**src/rtl/multicycle_ctrl_if.sv**
```systemverilog
// ----------------------------------------------------------------------------
// multicycle_ctrl_if
//   Memory handshake between the multi-cycle MIPS control FSM and the shared
//   instruction/data memory.
//
//   Signals
//     mem_req  controller -> memory  access request, held until mem_ack
//     mem_wr   controller -> memory  1 = write access (only meaningful with mem_req)
//     iord     controller -> memory  address select: 0 = PC, 1 = ALUOut
//     mem_ack  memory -> controller  access complete; may rise in the same
//                                    cycle as mem_req
//
//   Modports
//     master   the controller side (drives req/wr/iord, observes ack)
//     slave    the memory side (observes req/wr/iord, drives ack)
// ----------------------------------------------------------------------------
interface multicycle_ctrl_if;

    logic mem_req;
    logic mem_wr;
    logic iord;
    logic mem_ack;

    modport master (
        output mem_req,
        output mem_wr,
        output iord,
        input  mem_ack
    );

    modport slave (
        input  mem_req,
        input  mem_wr,
        input  iord,
        output mem_ack
    );

endinterface

```
**src/rtl/multicycle_ctrl.sv**
```systemverilog
// ----------------------------------------------------------------------------
// multicycle_ctrl
//   Main control FSM for the multi-cycle MIPS datapath with one shared
//   instruction/data memory.  Sequences fetch, decode, execute, memory and
//   writeback for lw, sw, add, sub, slt, addi, slti, beq and bne, drives the
//   datapath mux selects and write enables, and counts retired instructions.
//
//   Ports
//     clk         single clock, all state updates on the rising edge
//     rst         synchronous, active-high reset (aborts any access in flight)
//     mem         memory handshake (master side): mem_req, mem_wr, iord, mem_ack
//     opcode      IR[31:26], valid from DECODE onward
//     funct       IR[5:0]
//     zero        ALU zero flag, combinational from the current ALU inputs
//     ir_wr       load IR from memory read data
//     pc_wr       load PC from the pc_src mux
//     pc_src      0 = ALU result (PC+4), 1 = ALUOut (branch target)
//     reg_wr      register-file write enable
//     reg_dst     0 = rt, 1 = rd
//     mem_to_reg  0 = ALUOut, 1 = memory data register
//     alu_src_a   0 = PC, 1 = reg A
//     alu_src_b   00 = reg B, 01 = 4, 10 = sign-ext imm, 11 = sign-ext imm << 2
//     alu_ctrl    010 add, 110 sub, 111 slt
//     illegal     one-cycle pulse in DECODE on an unsupported opcode/funct
//     state_o     current state encoding, for debug
//     instr_cnt   retired-instruction count, wraps modulo 2^CNT_W
// ----------------------------------------------------------------------------
module multicycle_ctrl #(
    parameter int CNT_W = 32
) (
    input  logic                 clk,
    input  logic                 rst,
    multicycle_ctrl_if.master    mem,
    input  logic [5:0]           opcode,
    input  logic [5:0]           funct,
    input  logic                 zero,
    output logic                 ir_wr,
    output logic                 pc_wr,
    output logic                 pc_src,
    output logic                 reg_wr,
    output logic                 reg_dst,
    output logic                 mem_to_reg,
    output logic                 alu_src_a,
    output logic [1:0]           alu_src_b,
    output logic [2:0]           alu_ctrl,
    output logic                 illegal,
    output logic [3:0]           state_o,
    output logic [CNT_W-1:0]     instr_cnt
);

    typedef enum logic [3:0] {
        IDLE   = 4'd0,
        FETCH  = 4'd1,
        DECODE = 4'd2,
        MEMADR = 4'd3,
        MEMRD  = 4'd4,
        MEMWB  = 4'd5,
        MEMWR  = 4'd6,
        RTEXEC = 4'd7,
        RTWB   = 4'd8,
        IEXEC  = 4'd9,
        IWB    = 4'd10,
        BRANCH = 4'd11
    } state_t;

    localparam logic [5:0] OP_RTYPE = 6'b000000;
    localparam logic [5:0] OP_LW    = 6'b100011;
    localparam logic [5:0] OP_SW    = 6'b101011;
    localparam logic [5:0] OP_ADDI  = 6'b001000;
    localparam logic [5:0] OP_SLTI  = 6'b001010;
    localparam logic [5:0] OP_BEQ   = 6'b000100;
    localparam logic [5:0] OP_BNE   = 6'b000101;

    localparam logic [5:0] FN_NOP   = 6'b000000;
    localparam logic [5:0] FN_ADD   = 6'b100000;
    localparam logic [5:0] FN_SUB   = 6'b100010;
    localparam logic [5:0] FN_SLT   = 6'b101010;

    localparam logic [2:0] ALU_ADD  = 3'b010;
    localparam logic [2:0] ALU_SUB  = 3'b110;
    localparam logic [2:0] ALU_SLT  = 3'b111;

    localparam logic [CNT_W-1:0] CNT_ONE = {{(CNT_W-1){1'b0}}, 1'b1};

    state_t state;

    logic is_lw;
    logic is_sw;
    logic is_rtype;
    logic is_addi;
    logic is_slti;
    logic is_beq;
    logic is_bne;
    logic is_nop;
    logic r_alu_op;
    logic decode_illegal;

    logic mem_req_c;
    logic mem_wr_c;
    logic iord_c;

    // Instruction class decode straight off the live IR fields.  IR only
    // loads in FETCH, so these are stable for the rest of the instruction.
    always_comb begin
        is_lw    = (opcode == OP_LW);
        is_sw    = (opcode == OP_SW);
        is_rtype = (opcode == OP_RTYPE);
        is_addi  = (opcode == OP_ADDI);
        is_slti  = (opcode == OP_SLTI);
        is_beq   = (opcode == OP_BEQ);
        is_bne   = (opcode == OP_BNE);
        is_nop   = is_rtype && (funct == FN_NOP);
        r_alu_op = is_rtype && ((funct == FN_ADD) || (funct == FN_SUB) || (funct == FN_SLT));
        decode_illegal = !(is_lw || is_sw || is_addi || is_slti || is_beq || is_bne
                           || r_alu_op || is_nop);
    end

    // State register and retired-instruction counter.  An instruction is
    // counted on the edge that leaves its final state; a NOP retires straight
    // out of DECODE, while an illegal instruction returns to FETCH uncounted.
    // Reset wins over everything, so an unacknowledged access is simply dropped.
    always_ff @(posedge clk) begin
        if (rst) begin
            state     <= IDLE;
            instr_cnt <= '0;
        end else begin
            case (state)
                IDLE: begin
                    state <= FETCH;
                end
                FETCH: begin
                    if (mem.mem_ack) begin
                        state <= DECODE;
                    end
                end
                DECODE: begin
                    if (is_lw || is_sw) begin
                        state <= MEMADR;
                    end else if (r_alu_op) begin
                        state <= RTEXEC;
                    end else if (is_nop) begin
                        state     <= FETCH;
                        instr_cnt <= instr_cnt + CNT_ONE;
                    end else if (is_addi || is_slti) begin
                        state <= IEXEC;
                    end else if (is_beq || is_bne) begin
                        state <= BRANCH;
                    end else begin
                        state <= FETCH;
                    end
                end
                MEMADR: begin
                    if (is_lw) begin
                        state <= MEMRD;
                    end else if (is_sw) begin
                        state <= MEMWR;
                    end else begin
                        state <= FETCH;
                    end
                end
                MEMRD: begin
                    if (mem.mem_ack) begin
                        state <= MEMWB;
                    end
                end
                MEMWB: begin
                    state     <= FETCH;
                    instr_cnt <= instr_cnt + CNT_ONE;
                end
                MEMWR: begin
                    if (mem.mem_ack) begin
                        state     <= FETCH;
                        instr_cnt <= instr_cnt + CNT_ONE;
                    end
                end
                RTEXEC: begin
                    state <= RTWB;
                end
                RTWB: begin
                    state     <= FETCH;
                    instr_cnt <= instr_cnt + CNT_ONE;
                end
                IEXEC: begin
                    state <= IWB;
                end
                IWB: begin
                    state     <= FETCH;
                    instr_cnt <= instr_cnt + CNT_ONE;
                end
                BRANCH: begin
                    state     <= FETCH;
                    instr_cnt <= instr_cnt + CNT_ONE;
                end
                default: begin
                    state <= IDLE;
                end
            endcase
        end
    end

    // Datapath controls are a decode of the state register.  The write
    // enables that close a memory access (ir_wr/pc_wr in FETCH) are gated by
    // mem_ack in the same cycle, and the branch PC write is gated by the live
    // zero flag, so these cannot be registered without adding a cycle.
    // IDLE and the unused encodings drive everything to zero, alu_ctrl included.
    always_comb begin
        mem_req_c  = 1'b0;
        mem_wr_c   = 1'b0;
        iord_c     = 1'b0;
        ir_wr      = 1'b0;
        pc_wr      = 1'b0;
        pc_src     = 1'b0;
        reg_wr     = 1'b0;
        reg_dst    = 1'b0;
        mem_to_reg = 1'b0;
        alu_src_a  = 1'b0;
        alu_src_b  = 2'b00;
        alu_ctrl   = ALU_ADD;
        illegal    = 1'b0;

        case (state)
            IDLE: begin
                alu_ctrl = 3'b000;
            end
            FETCH: begin
                mem_req_c = 1'b1;
                alu_src_b = 2'b01;
                if (mem.mem_ack) begin
                    ir_wr = 1'b1;
                    pc_wr = 1'b1;
                end
            end
            DECODE: begin
                // ALUOut captures PC+4 + (imm << 2) here so BRANCH can use it
                alu_src_b = 2'b11;
                illegal   = decode_illegal;
            end
            MEMADR: begin
                alu_src_a = 1'b1;
                alu_src_b = 2'b10;
            end
            MEMRD: begin
                mem_req_c = 1'b1;
                iord_c    = 1'b1;
            end
            MEMWB: begin
                reg_wr     = 1'b1;
                mem_to_reg = 1'b1;
            end
            MEMWR: begin
                mem_req_c = 1'b1;
                mem_wr_c  = 1'b1;
                iord_c    = 1'b1;
            end
            RTEXEC: begin
                alu_src_a = 1'b1;
                if (funct == FN_SUB) begin
                    alu_ctrl = ALU_SUB;
                end else if (funct == FN_SLT) begin
                    alu_ctrl = ALU_SLT;
                end
            end
            RTWB: begin
                reg_wr  = 1'b1;
                reg_dst = 1'b1;
            end
            IEXEC: begin
                alu_src_a = 1'b1;
                alu_src_b = 2'b10;
                if (is_slti) begin
                    alu_ctrl = ALU_SLT;
                end
            end
            IWB: begin
                reg_wr = 1'b1;
            end
            BRANCH: begin
                alu_src_a = 1'b1;
                alu_ctrl  = ALU_SUB;
                pc_src    = 1'b1;
                pc_wr     = (is_beq && zero) || (is_bne && !zero);
            end
            default: begin
                alu_ctrl = 3'b000;
            end
        endcase
    end

    assign mem.mem_req = mem_req_c;
    assign mem.mem_wr  = mem_wr_c;
    assign mem.iord    = iord_c;
    assign state_o     = state;

endmodule

```
**src/flat_wrapper.sv**
```systemverilog
// flat-port wrapper written by rule: the top's interface ports become plain ports
module multicycle_ctrl_flat 
#(
    parameter int CNT_W = 32
)
  (clk, rst, opcode, funct, zero, ir_wr, pc_wr, pc_src, reg_wr, reg_dst, mem_to_reg, alu_src_a, alu_src_b, alu_ctrl, illegal, state_o, instr_cnt, mem_mem_req, mem_mem_wr, mem_iord, mem_mem_ack);
  multicycle_ctrl_if mem_i ();
  input  logic clk;
  input  logic rst;
  input  logic [5:0] opcode;
  input  logic [5:0] funct;
  input  logic zero;
  output logic ir_wr;
  output logic pc_wr;
  output logic pc_src;
  output logic reg_wr;
  output logic reg_dst;
  output logic mem_to_reg;
  output logic alu_src_a;
  output logic [1:0] alu_src_b;
  output logic [2:0] alu_ctrl;
  output logic illegal;
  output logic [3:0] state_o;
  output logic [CNT_W-1:0] instr_cnt;
  output wire logic [$bits(mem_i.mem_req)-1:0] mem_mem_req;
  output wire logic [$bits(mem_i.mem_wr)-1:0] mem_mem_wr;
  output wire logic [$bits(mem_i.iord)-1:0] mem_iord;
  input wire logic [$bits(mem_i.mem_ack)-1:0] mem_mem_ack;
  assign mem_mem_req = mem_i.mem_req;
  assign mem_mem_wr = mem_i.mem_wr;
  assign mem_iord = mem_i.iord;
  assign mem_i.mem_ack = mem_mem_ack;
  multicycle_ctrl #(.CNT_W(CNT_W)) u_core (.clk(clk), .rst(rst), .mem(mem_i), .opcode(opcode), .funct(funct), .zero(zero), .ir_wr(ir_wr), .pc_wr(pc_wr), .pc_src(pc_src), .reg_wr(reg_wr), .reg_dst(reg_dst), .mem_to_reg(mem_to_reg), .alu_src_a(alu_src_a), .alu_src_b(alu_src_b), .alu_ctrl(alu_ctrl), .illegal(illegal), .state_o(state_o), .instr_cnt(instr_cnt));
endmodule
```
**config.mk**
```make
export PLATFORM = sky130hd
export DESIGN_NAME = multicycle_ctrl_flat
export DESIGN_NICKNAME = d
export VERILOG_FILES = /design/src/rtl/multicycle_ctrl_if.sv /design/src/rtl/multicycle_ctrl.sv /design/src/flat_wrapper.sv
export SDC_FILE = /design/constraint.sdc
export NUM_CORES = 1
export LEC_CHECK = 0
export CAP_MARGIN = 20
export CORE_MARGIN = 5
export CORE_UTILIZATION = 44
export CTS_BUF_LIST = sky130_fd_sc_hd__clkbuf_4
export DETAILED_ROUTE_END_ITERATION = 12
export PLACE_DENSITY = 0.78
export SLEW_MARGIN = 20
export SYNTH_ARGS = -nofsm -noshare
export SYNTH_HDL_FRONTEND = slang
export SYNTH_SLANG_ARGS = --single-unit
```
**constraint.sdc**
```tcl
create_clock -name clk -period 2.2 [get_ports clk]
set_input_delay 0.22 -clock clk [delete_from_list [all_inputs] [get_ports clk]]
set_output_delay 0.22 -clock clk [all_outputs]
set_load 0.005 [all_outputs]
```
Word level (Yosys, flattened, before mapping) --
Index checks and enable logic that the tools add are counted.
Word-level totals: bits in registers 36, input port bits 16, output and inout port bits 52, logic and storage cells 94
Operators by class: add/subtract/negate cells 1, eq/ne operators 26, muxes and demuxes 33, reduce and logical (&&, ||, !) cells 32
Operators with widths (number):
- 2-to-1 mux 32 bit | 4
- case mux 32 bit (3 select lines) | 1
- 2-to-1 mux 4 bit | 9
- adder 32 x 1 -> 32 bit, second input constant | 1
- case mux 4 bit (8 select lines) | 1
- equality test 6 bit, second input constant | 5
- equality test 4 x 3 -> 1 bit, second input constant | 4
- equality test 4 bit, second input constant | 4
- equality test 6 x 3 -> 1 bit, second input constant | 2
- equality test 6 x 4 -> 1 bit, second input constant | 2
- zero test 6 bit | 2
- logical OR 1 bit | 12
- 2-to-1 mux 3 bit | 4
- case mux 3 bit (4 select lines) | 1
- 2-to-1 mux 1 bit | 11
- != test 2 bit, second input constant | 5
- equality test 4 x 2 -> 1 bit, second input constant | 2
- OR reduction 4 bit | 2
- OR reduction 8 bit | 1
- case mux 2 bit (3 select lines) | 1
- OR reduction 3 bit | 2
- AND reduction 5 bit | 1
- OR reduction 5 bit | 1
- equality test 4 x 1 -> 1 bit, second input constant | 1
- 8 further kinds | 13

Logic depth before layout (Yosys ltp) --
depth after elaboration 10, depth in mapped cells 7, mapped depth without buffers 6

Least setup slack after synthesis --
OpenSTA, ideal clock, no wires.
kind register -> register, from reg u_core.instr_cnt[6], to reg u_core.instr_cnt[21], setup time 0.070 ns, arrival 2.078 ns, data required time 2.130 ns, setup slack 0.053 ns, cell stages (with the launch flop) 7, buffers on the path 1, clock period less this slack 2.147 ns, path through dfxtp_1 nand4_2 or4_1 buf_2 a2111oi_4 or3b_1 a21oi_1
Between the ends: cells in the longest elaborated chain, start to end 5, elaborated cells on any way between the ends 6, those cells by class 1 x add/sub; 5 x mux
Ends and longest elaborated chain:
- from (decl) | line multicycle_ctrl.sv:48 | output logic [CNT_W-1:0] instr_cnt
- from (signal assigned) | line multicycle_ctrl.sv:143 | instr_cnt <= instr_cnt + CNT_ONE;
- from (signal assigned) | line multicycle_ctrl.sv:168 | instr_cnt <= instr_cnt + CNT_ONE;
- from (signal assigned) | line multicycle_ctrl.sv:173 | instr_cnt <= instr_cnt + CNT_ONE;
- adder 32 x 1 -> 32 bit (*)
- 2-to-1 mux 32 bit | line multicycle_ctrl.sv:141 | end else if (is_nop) begin
- 2-to-1 mux 32 bit | line multicycle_ctrl.sv:139 | end else if (r_alu_op) begin
- 2-to-1 mux 32 bit | line multicycle_ctrl.sv:137 | if (is_lw || is_sw) begin
- case mux 32 bit (3 select lines) (*) | line multicycle_ctrl.sv:127 | case (state)
Mark *: on every way between the ends. The rest lies on a longest branch, timed or not. The select of a mux whose other input is x is not followed. A chain may end at the register's enable or synchronous reset.

Final worst setup path --
from in funct[2], to reg u_core.instr_cnt[16]
Between the ends: cells in the longest elaborated chain, start to end 6, elaborated cells on any way between the ends 11, those cells by class 5 x eq/ne; 6 x reduce/logical
Ends and longest elaborated chain:
- from (decl) | line flat_wrapper.sv:11 | input logic [5:0] funct;
- equality test 6 bit | line multicycle_ctrl.sv:113 | r_alu_op = is_rtype && ((funct == FN_ADD) || (funct == FN_SUB) || (funct == FN_SLT));
- logical OR 1 bit (2 in a row) | line multicycle_ctrl.sv:113
- logical AND 1 bit | line multicycle_ctrl.sv:113
- != test 2 bit (no source line)
- AND reduction 5 bit (no source line) (*)
Mark *: on every way between the ends. The rest lies on a longest branch, timed or not.

==> out/qor.tcl <==
set qor(finalWirelength_um) 7350
set qor(worstHoldPathType) {in -> reg}
set qor(drt-initial-drc-count) 94
set qor(synthesis.yosys.warnings) 0
set qor(wl_met3_um) 589
set qor(die_height_um) 82.7
set qor(crit_path_cell_trace) {clkdlybuf4s50_1 > or4_4 > o31ai_4 > o211ai_1 > buf_4 > or4_1 > a21oi_1}
set qor(tritoncts_clock_tree) {built}
set qor(cts.sink_count) 36
set qor(wirelength_met1_um) 3190
set qor(vdd_drop_max_uv) 271
set qor(syn_nets) 314
set qor(worst_setup_start_kind) {input port}
set qor(highest_routed_layer) {met4}
set qor(worstPathMaxFanout) 5
set qor(slew_violations) 0
set qor(synthesis.area_mm2) 0.00233
set qor(r2r-end) {u_core.instr_cnt[21]$_SDFFE_PP0P_}
set qor(globalRoute.totalOverflow) 0
set qor(post-synth-top-area-fraction_pct) 31.0
set qor(design.die.area_mm2) 0.00684
set qor(timing_hold_violations_final) 0
set qor(die_w_um) 82.7
set qor(critPathKind) {in -> reg}
set qor(layout.cells.most_common_list) {56 x sky130_fd_sc_hd__clkdlybuf4s50_1, 46 x sky130_fd_sc_hd__buf_4, 37 x sky130_fd_sc_hd__nor2_1}
set qor(detailedRoute.firstPassIterationCount) 4
set qor(ioPinCount) 68
set qor(numCtsBuffers) 5
set qor(fin_ws_ns) 0.0625
set qor(rr_worst_depth) 5
set qor(timing.final.setup_violations) 0
set qor(setup_tns_final_ns) 0
set qor(synth_sequential_area_ratio_pct) 31.0
set qor(postSynthCellCount) 297
set qor(grt_setup_unrepaired) {yes}
set qor(ratio_of_cells_with_drive_above_1_in_the_final_layout_pct) 22.8
set qor(ys_types) 57
set qor(grt_usage_pct) 21.6
set qor(p_leak_nw) 1.34
set qor(clk_pin_slew_worst_paths_ns) 0.12
set qor(status) {completed}
set qor(crit_required_ns) 2.48
set qor(timing.reg2reg.setup_slack_ns) 0.09
set qor(min_from) {opcode[3]}
set qor(synth_enable_flop_cells) 0
set qor(critical-path-max-stage-delay_ns) 0.55
set qor(vias_per_cell) 5.79
set qor(syn_avg_cell_area_um2) 7.83
set qor(most_frequent_standard_cell_in_the_layout_excluding_fill_and_tap_cells) {sky130_fd_sc_hd__clkdlybuf4s50_1}
set qor(source_to_sink_clock_delay_at_the_later_pin_of_the_worst_skew_pair_ns) 0.36
set qor(fin_crit_ns) 2.14
set qor(drc_errors) 0
set qor(antenna_found_initial) 0
set qor(synthArstFlopShare_pct) 0
set qor(weighted_congestion_at_the_end_of_routability_driven_global_placement) 0.987
set qor(clock.fmax_ghz) 0.468
set qor(floorplan.core_area_mm2) 0.00511
set qor(actual_transition_at_the_worst_max_transition_pin_ns) 0.374
set qor(final.period_utilization_pct) 97.2
set qor(cellPowerDensity_mw_per_mm2) 348
set qor(critPathCapture) {u_core.instr_cnt[16]$_SDFFE_PP0P_}
set qor(port_buffers) 67
set qor(hpwlAfterDp_um) 5400
set qor(final_antenna_net_count) 0
set qor(clock-skew-final_ns) 0.0203
set qor(slew_headroom_pct) 75.0
set qor(antenna-diode-count) 0
set qor(final_core_utilization_pct) 69.3
set qor(grt_max_degree) 24
set qor(timing.critical_path.slowest_stage_cell) {sky130_fd_sc_hd__or4_4}
set qor(clock_tree_buf_depth) 2
set qor(initial_core_util_pct) 45.5
set qor(timing.rr.start) {u_core.instr_cnt[11]$_SDFFE_PP0P_}
set qor(number_of_non_filler_instances_in_the_completed_layout) 473
set qor(wire_length_of_the_first_global_routing_pass_um) 11600
set qor(post-synth-top-area-cell) {sky130_fd_sc_hd__dfxtp_1}
set qor(number_of_global_route_vias_before_repair) 2517
set qor(cp-startpoint) {funct[2]}
set qor(yosys_register_bits) 36
set qor(met2_length_um) 3470
set qor(finalPower_mw) 1.23
set qor(timing.critical_path.to_type) {flip-flop}
set qor(synthFlopType) {sky130_fd_sc_hd__dfxtp_1}
set qor(core.rowCount) 26
set qor(place.detailed.instances) 462
set qor(finalNetCount) 420
set qor(worst_ep_arrival_time_ns) 2.42
set qor(route.vias.total) 2738
set qor(cts_root_buf) {sky130_fd_sc_hd__clkbuf_4}
set qor(preCtsSetupSlack_ns) -0.404
set qor(max_cap_viol_count) 0
set qor(area_growth_syn_to_layout_pct) 52.1
set qor(htree_levels) 2
set qor(detail_route.wl_per_cell_um) 15.5
set qor(yosys-top-cells-area) {sky130_fd_sc_hd__dfxtp_1 31%, sky130_fd_sc_hd__nor2_1 6.5%, sky130_fd_sc_hd__a21oi_1 5.2%, sky130_fd_sc_hd__nand4_1 4.6%, sky130_fd_sc_hd__nand2_1 3.1%}
## cell type report
type | count | area (µm²)
Fill cell | 419 | 1570
Multi-Input combinational cell | 234 | 1560
Timing Repair Buffer | 115 | 1060
Sequential cell | 36 | 736
Tap cell | 70 | 87.6
Clock buffer | 6 | 45.0
Inverter | 11 | 41.3
Clock inverter | 1 | 5.00
## metal layers
layer  up-vias  track usage (%)
met5         -                0
met4         0             7.03
met3        13             4.99
met2       112             35.7
met1      1283             27.5
li1       1330                -
## synthesized netlist by cell type (3+ instances only)
library cell / n
sky130_fd_sc_hd__a211oi_1: 3
sky130_fd_sc_hd__a21oi_1: 24
sky130_fd_sc_hd__a31o_2: 5
sky130_fd_sc_hd__a41o_1: 3
sky130_fd_sc_hd__and2_1: 3
sky130_fd_sc_hd__and4_1: 4
sky130_fd_sc_hd__buf_2: 6
sky130_fd_sc_hd__clkbuf_1: 9
sky130_fd_sc_hd__dfxtp_1: 36
sky130_fd_sc_hd__inv_1: 11
sky130_fd_sc_hd__mux2_2: 4
sky130_fd_sc_hd__nand2_1: 19
sky130_fd_sc_hd__nand2b_1: 3
sky130_fd_sc_hd__nand3_1: 11
sky130_fd_sc_hd__nand4_1: 17
sky130_fd_sc_hd__nand4b_1: 3
sky130_fd_sc_hd__nor2_1: 40
sky130_fd_sc_hd__nor2b_1: 9
sky130_fd_sc_hd__nor3_1: 8
sky130_fd_sc_hd__nor4_1: 5
sky130_fd_sc_hd__o211ai_1: 3
sky130_fd_sc_hd__o21ai_0: 10
sky130_fd_sc_hd__o31ai_1: 6
sky130_fd_sc_hd__or3_1: 6
sky130_fd_sc_hd__or4_1: 6
sky130_fd_sc_hd__xnor2_1: 5
## worst min path at each step
stage	slack, ns	cells past startpoint	end
after CTS	0.52	2	u_core.instr_cnt[30]$_SDFFE_PP0P_
after global routing	0.42	4	u_core.state_o[1]$_SDFFE_PP0P_
final	0.38	4	u_core.state_o[1]$_SDFFE_PP0P_
after floorplan	0.43	3	u_core.state_o[0]$_SDFFE_PP0P_
after global placement	0.49	2	u_core.instr_cnt[30]$_SDFFE_PP0P_
after detailed placement	0.50	2	u_core.instr_cnt[30]$_SDFFE_PP0P_
## registers in the layout, summed over array words and instances (netlist names)
name / cells
u_core.state_o: 4
u_core.instr_cnt: 32
## metrics by stage
stage               hold WS, ns  area, µm²
finish                    0.381       3540
global route              0.417       3540
CTS                       0.521       3420
detailed placement        0.504       3340
global placement          0.489       3340
floorplan                 0.428       2330
## power by group
part | switching (mW) | internal, mW
registers | 0.0100 | 0.654
logic | 0.101 | 0.113
clock network | 0.225 | 0.130
## worst max-delay path, delay by kind of cell
kind                   cells  cell delay [ns]
AND/OR/NAND/NOR            2             1.03
buffers and inverters      2             0.61
AO/OA/AOI/OAI              3             0.56
## what timing repair did
action / 4_1_cts / 5_1_grt
setup buffers: 1 / 2
pin swaps: 2 / 10
hold buffers: 0 / 0
endpoints found under the setup margin: 11 / 14
cloned: 0 / 1
endpoints found under the hold margin: 0 / 0
resized for setup: 7 / 28
## logic make-up after synthesis
logic type	count (synthesis)	share of synthesized area (%)
XOR/XNOR	7	2.64
buffers and inverters	27	4.84
AO/OA/AOI/OAI	75	23.6
multiplexers	7	3.33
adder cells (fa/ha/maj)	1	0.538
AND/OR/NAND/NOR	144	34.1
flip-flops	36	31.0
Note: power is estimated with default switching activity, not from simulation.
==> patch, RTL diff (same settings) <==
`CNT_W` is set to 32 in 2 places; all go to 64.
--- a/src/rtl/multicycle_ctrl.sv
+++ b/src/rtl/multicycle_ctrl.sv
@@ -26,7 +26,7 @@
 //     instr_cnt   retired-instruction count, wraps modulo 2^CNT_W
 // ----------------------------------------------------------------------------
 module multicycle_ctrl #(
-    parameter int CNT_W = 32
+    parameter int CNT_W = 64
 ) (
     input  logic                 clk,
     input  logic                 rst,
--- a/src/flat_wrapper.sv
+++ b/src/flat_wrapper.sv
@@ -1,7 +1,7 @@
 // flat-port wrapper written by rule: the top's interface ports become plain ports
 module multicycle_ctrl_flat 
 #(
-    parameter int CNT_W = 32
+    parameter int CNT_W = 64
 )
   (clk, rst, opcode, funct, zero, ir_wr, pc_wr, pc_src, reg_wr, reg_dst, mem_to_reg, alu_src_a, alu_src_b, alu_ctrl, illegal, state_o, instr_cnt, mem_mem_req, mem_mem_wr, mem_iord, mem_mem_ack);
   multicycle_ctrl_if mem_i ();
Ports: changed (resized instr_cnt); port bits go from 68 to 100. No check against the original RTL was run, so the function may have changed too.
==> patch against the original RTL <==
- cell area up 69%
- combinational power grew 31%
- critical endpoint is now u_core.instr_cnt[44]
- critical path depth is 1 lower
- worst setup slack got worse by 52 ps
- highest routed layer unchanged
- synthesized area is 68% higher
- die area is 59% higher
- first-iteration DRC count grew to 3.2 times the old value
- power increased by 87%
- sequential cell count is 32 higher
- routed wire length increased by 73%
- count of clock-buffer cells in the layout rose by 3
==> patch: results <==
clock_tree:
  cts_root_buf: "clkbuf_4"
  htree_levels: 3
  clk_latency_ps: 420
  ctsLongestPathBuffers: 2
  numCtsBuffers: 9
cells_and_area:
  largest_register_ffs: 64
  nNetsFinal: 688
  num-fill-cells: 706
  drive_above_1_share_pct: 23.26
worst_setup_path:
  slowest_stage: "or4_4"
  cpPeakStageDelay_ps: 510
  cp_max_fo: 9
  arrival_ps: 2540
  rr_startpoint: "u_core.instr_cnt[24]"
  crit_path_start_kind: "flip-flop"
  r2r_setup_slack_ps: 10
placement:
  place_inst: 760
  gp_congestion: 0.8572
  port_buffers: 99
  dp_hpwl_mm: 8.890
  post-place-ws_ps: -294.5
power_and_ir_drop:
  ir_drop_mv: 0.2889
  cellPowerDensity_nw_per_um2: 385.0
  p_leak_nw: 2.082
synth:
  synthTopCellsByCount: "dfxtp_1 (68), a21oi_1 (65), nor2_1 (33), or4_1 (32)"
  netlist_top_cells_area: "dfxtp_1 (35%), a21oi_1 (8.3%), or4_1 (6.1%)"
  synth_cell_types: 48
  netlist_instances: 502
  ys_seq_area_share_pct: 34.83
  synth_nets: 519
timing:
  fin_skew_ps: 15.43
  max-slew-margin-rel_pct: 66.52
  final_min_period_over_clock_period_pct: 99.50
global_routing:
  first_global_vias: 4255
  grt_max_degree: 40
  gr-usage-all-layers_pct: 22.08
  grt_pass1_wl_mm: 20.58
routing:
  viasPerCell: 6.027
  vias: 4719
  drtIter0Drc: 298
  wl_per_cell_um: 16.26
status:
  status: "finished, final reports clean"
worst_hold_path:
  hold_start: "rst"
==> patch: kinds of logic after synthesis <==
kind of cell,count (synthesis),synth area share (%)
compound gates,150,23.21
xor+xnor,3,0.6723
buf+inv,46,5.025
simple gates,233,35.66
mux,1,0.2881
fa+ha+maj,1,0.3201
flops,68,34.83
==> patch: worst register-to-register path: stages, from the launching register on <==
cell       delay, ps
dfxtp_4          390
nand4_4          100
or3_4            400
or3_4            400
clkbuf_16        190
or4_4            510
a21oi_2          120
==> patch: final timing paths <==
kind | end | depth (start not counted)
max | u_core.instr_cnt[44] | 6
min | u_core.state_o[2] | 2
max reg2reg | u_core.instr_cnt[44] | 6
min reg2reg | u_core.instr_cnt[63] | 2
==> patch: area by class of cell <==
type / count / area [µm²] / area share [%]
multi-input cells: 388 / 2479 / 41.35
repair buffers: 192 / 1815 / 30.29
flip-flops and latches: 68 / 1396 / 23.29
well taps: 108 / 135.1 / 2.254
clock buffers: 9 / 67.56 / 1.127
clock inverters: 6 / 56.30 / 0.9393
inverters: 12 / 45.04 / 0.7514
==> patch: metrics by stage <==
stage	instance area (µm²)	hold slack [ps]
floorplan	3921	404.4
global placement	5610	472.4
detailed placement	5610	484.0
CTS	5782	204.8
global route	5995	240.6
finish	5995	218.8
==> patch: routing by layer <==
layer	global-route usage [%]	wire length [µm]
met4	7.586	213
met5	0	0
met2	36.43	6347
met1	28.52	5407
met3	4.655	766
==> patch: power by group <==
group / switching (mW) / internal, mW
clock network: 0.447 / 0.331
registers: 0.0149 / 1.24
logic: 0.133 / 0.148
total: 0.594 / 1.71
==> patch: repair_timing <==
action | 4_1_cts | 5_1_grt
buffers inserted | 0 | 5
gates cloned | 0 | 3
setup endpoints to repair | 19 | 34
resized for setup | 21 | 25
pin swaps | 2 | 12
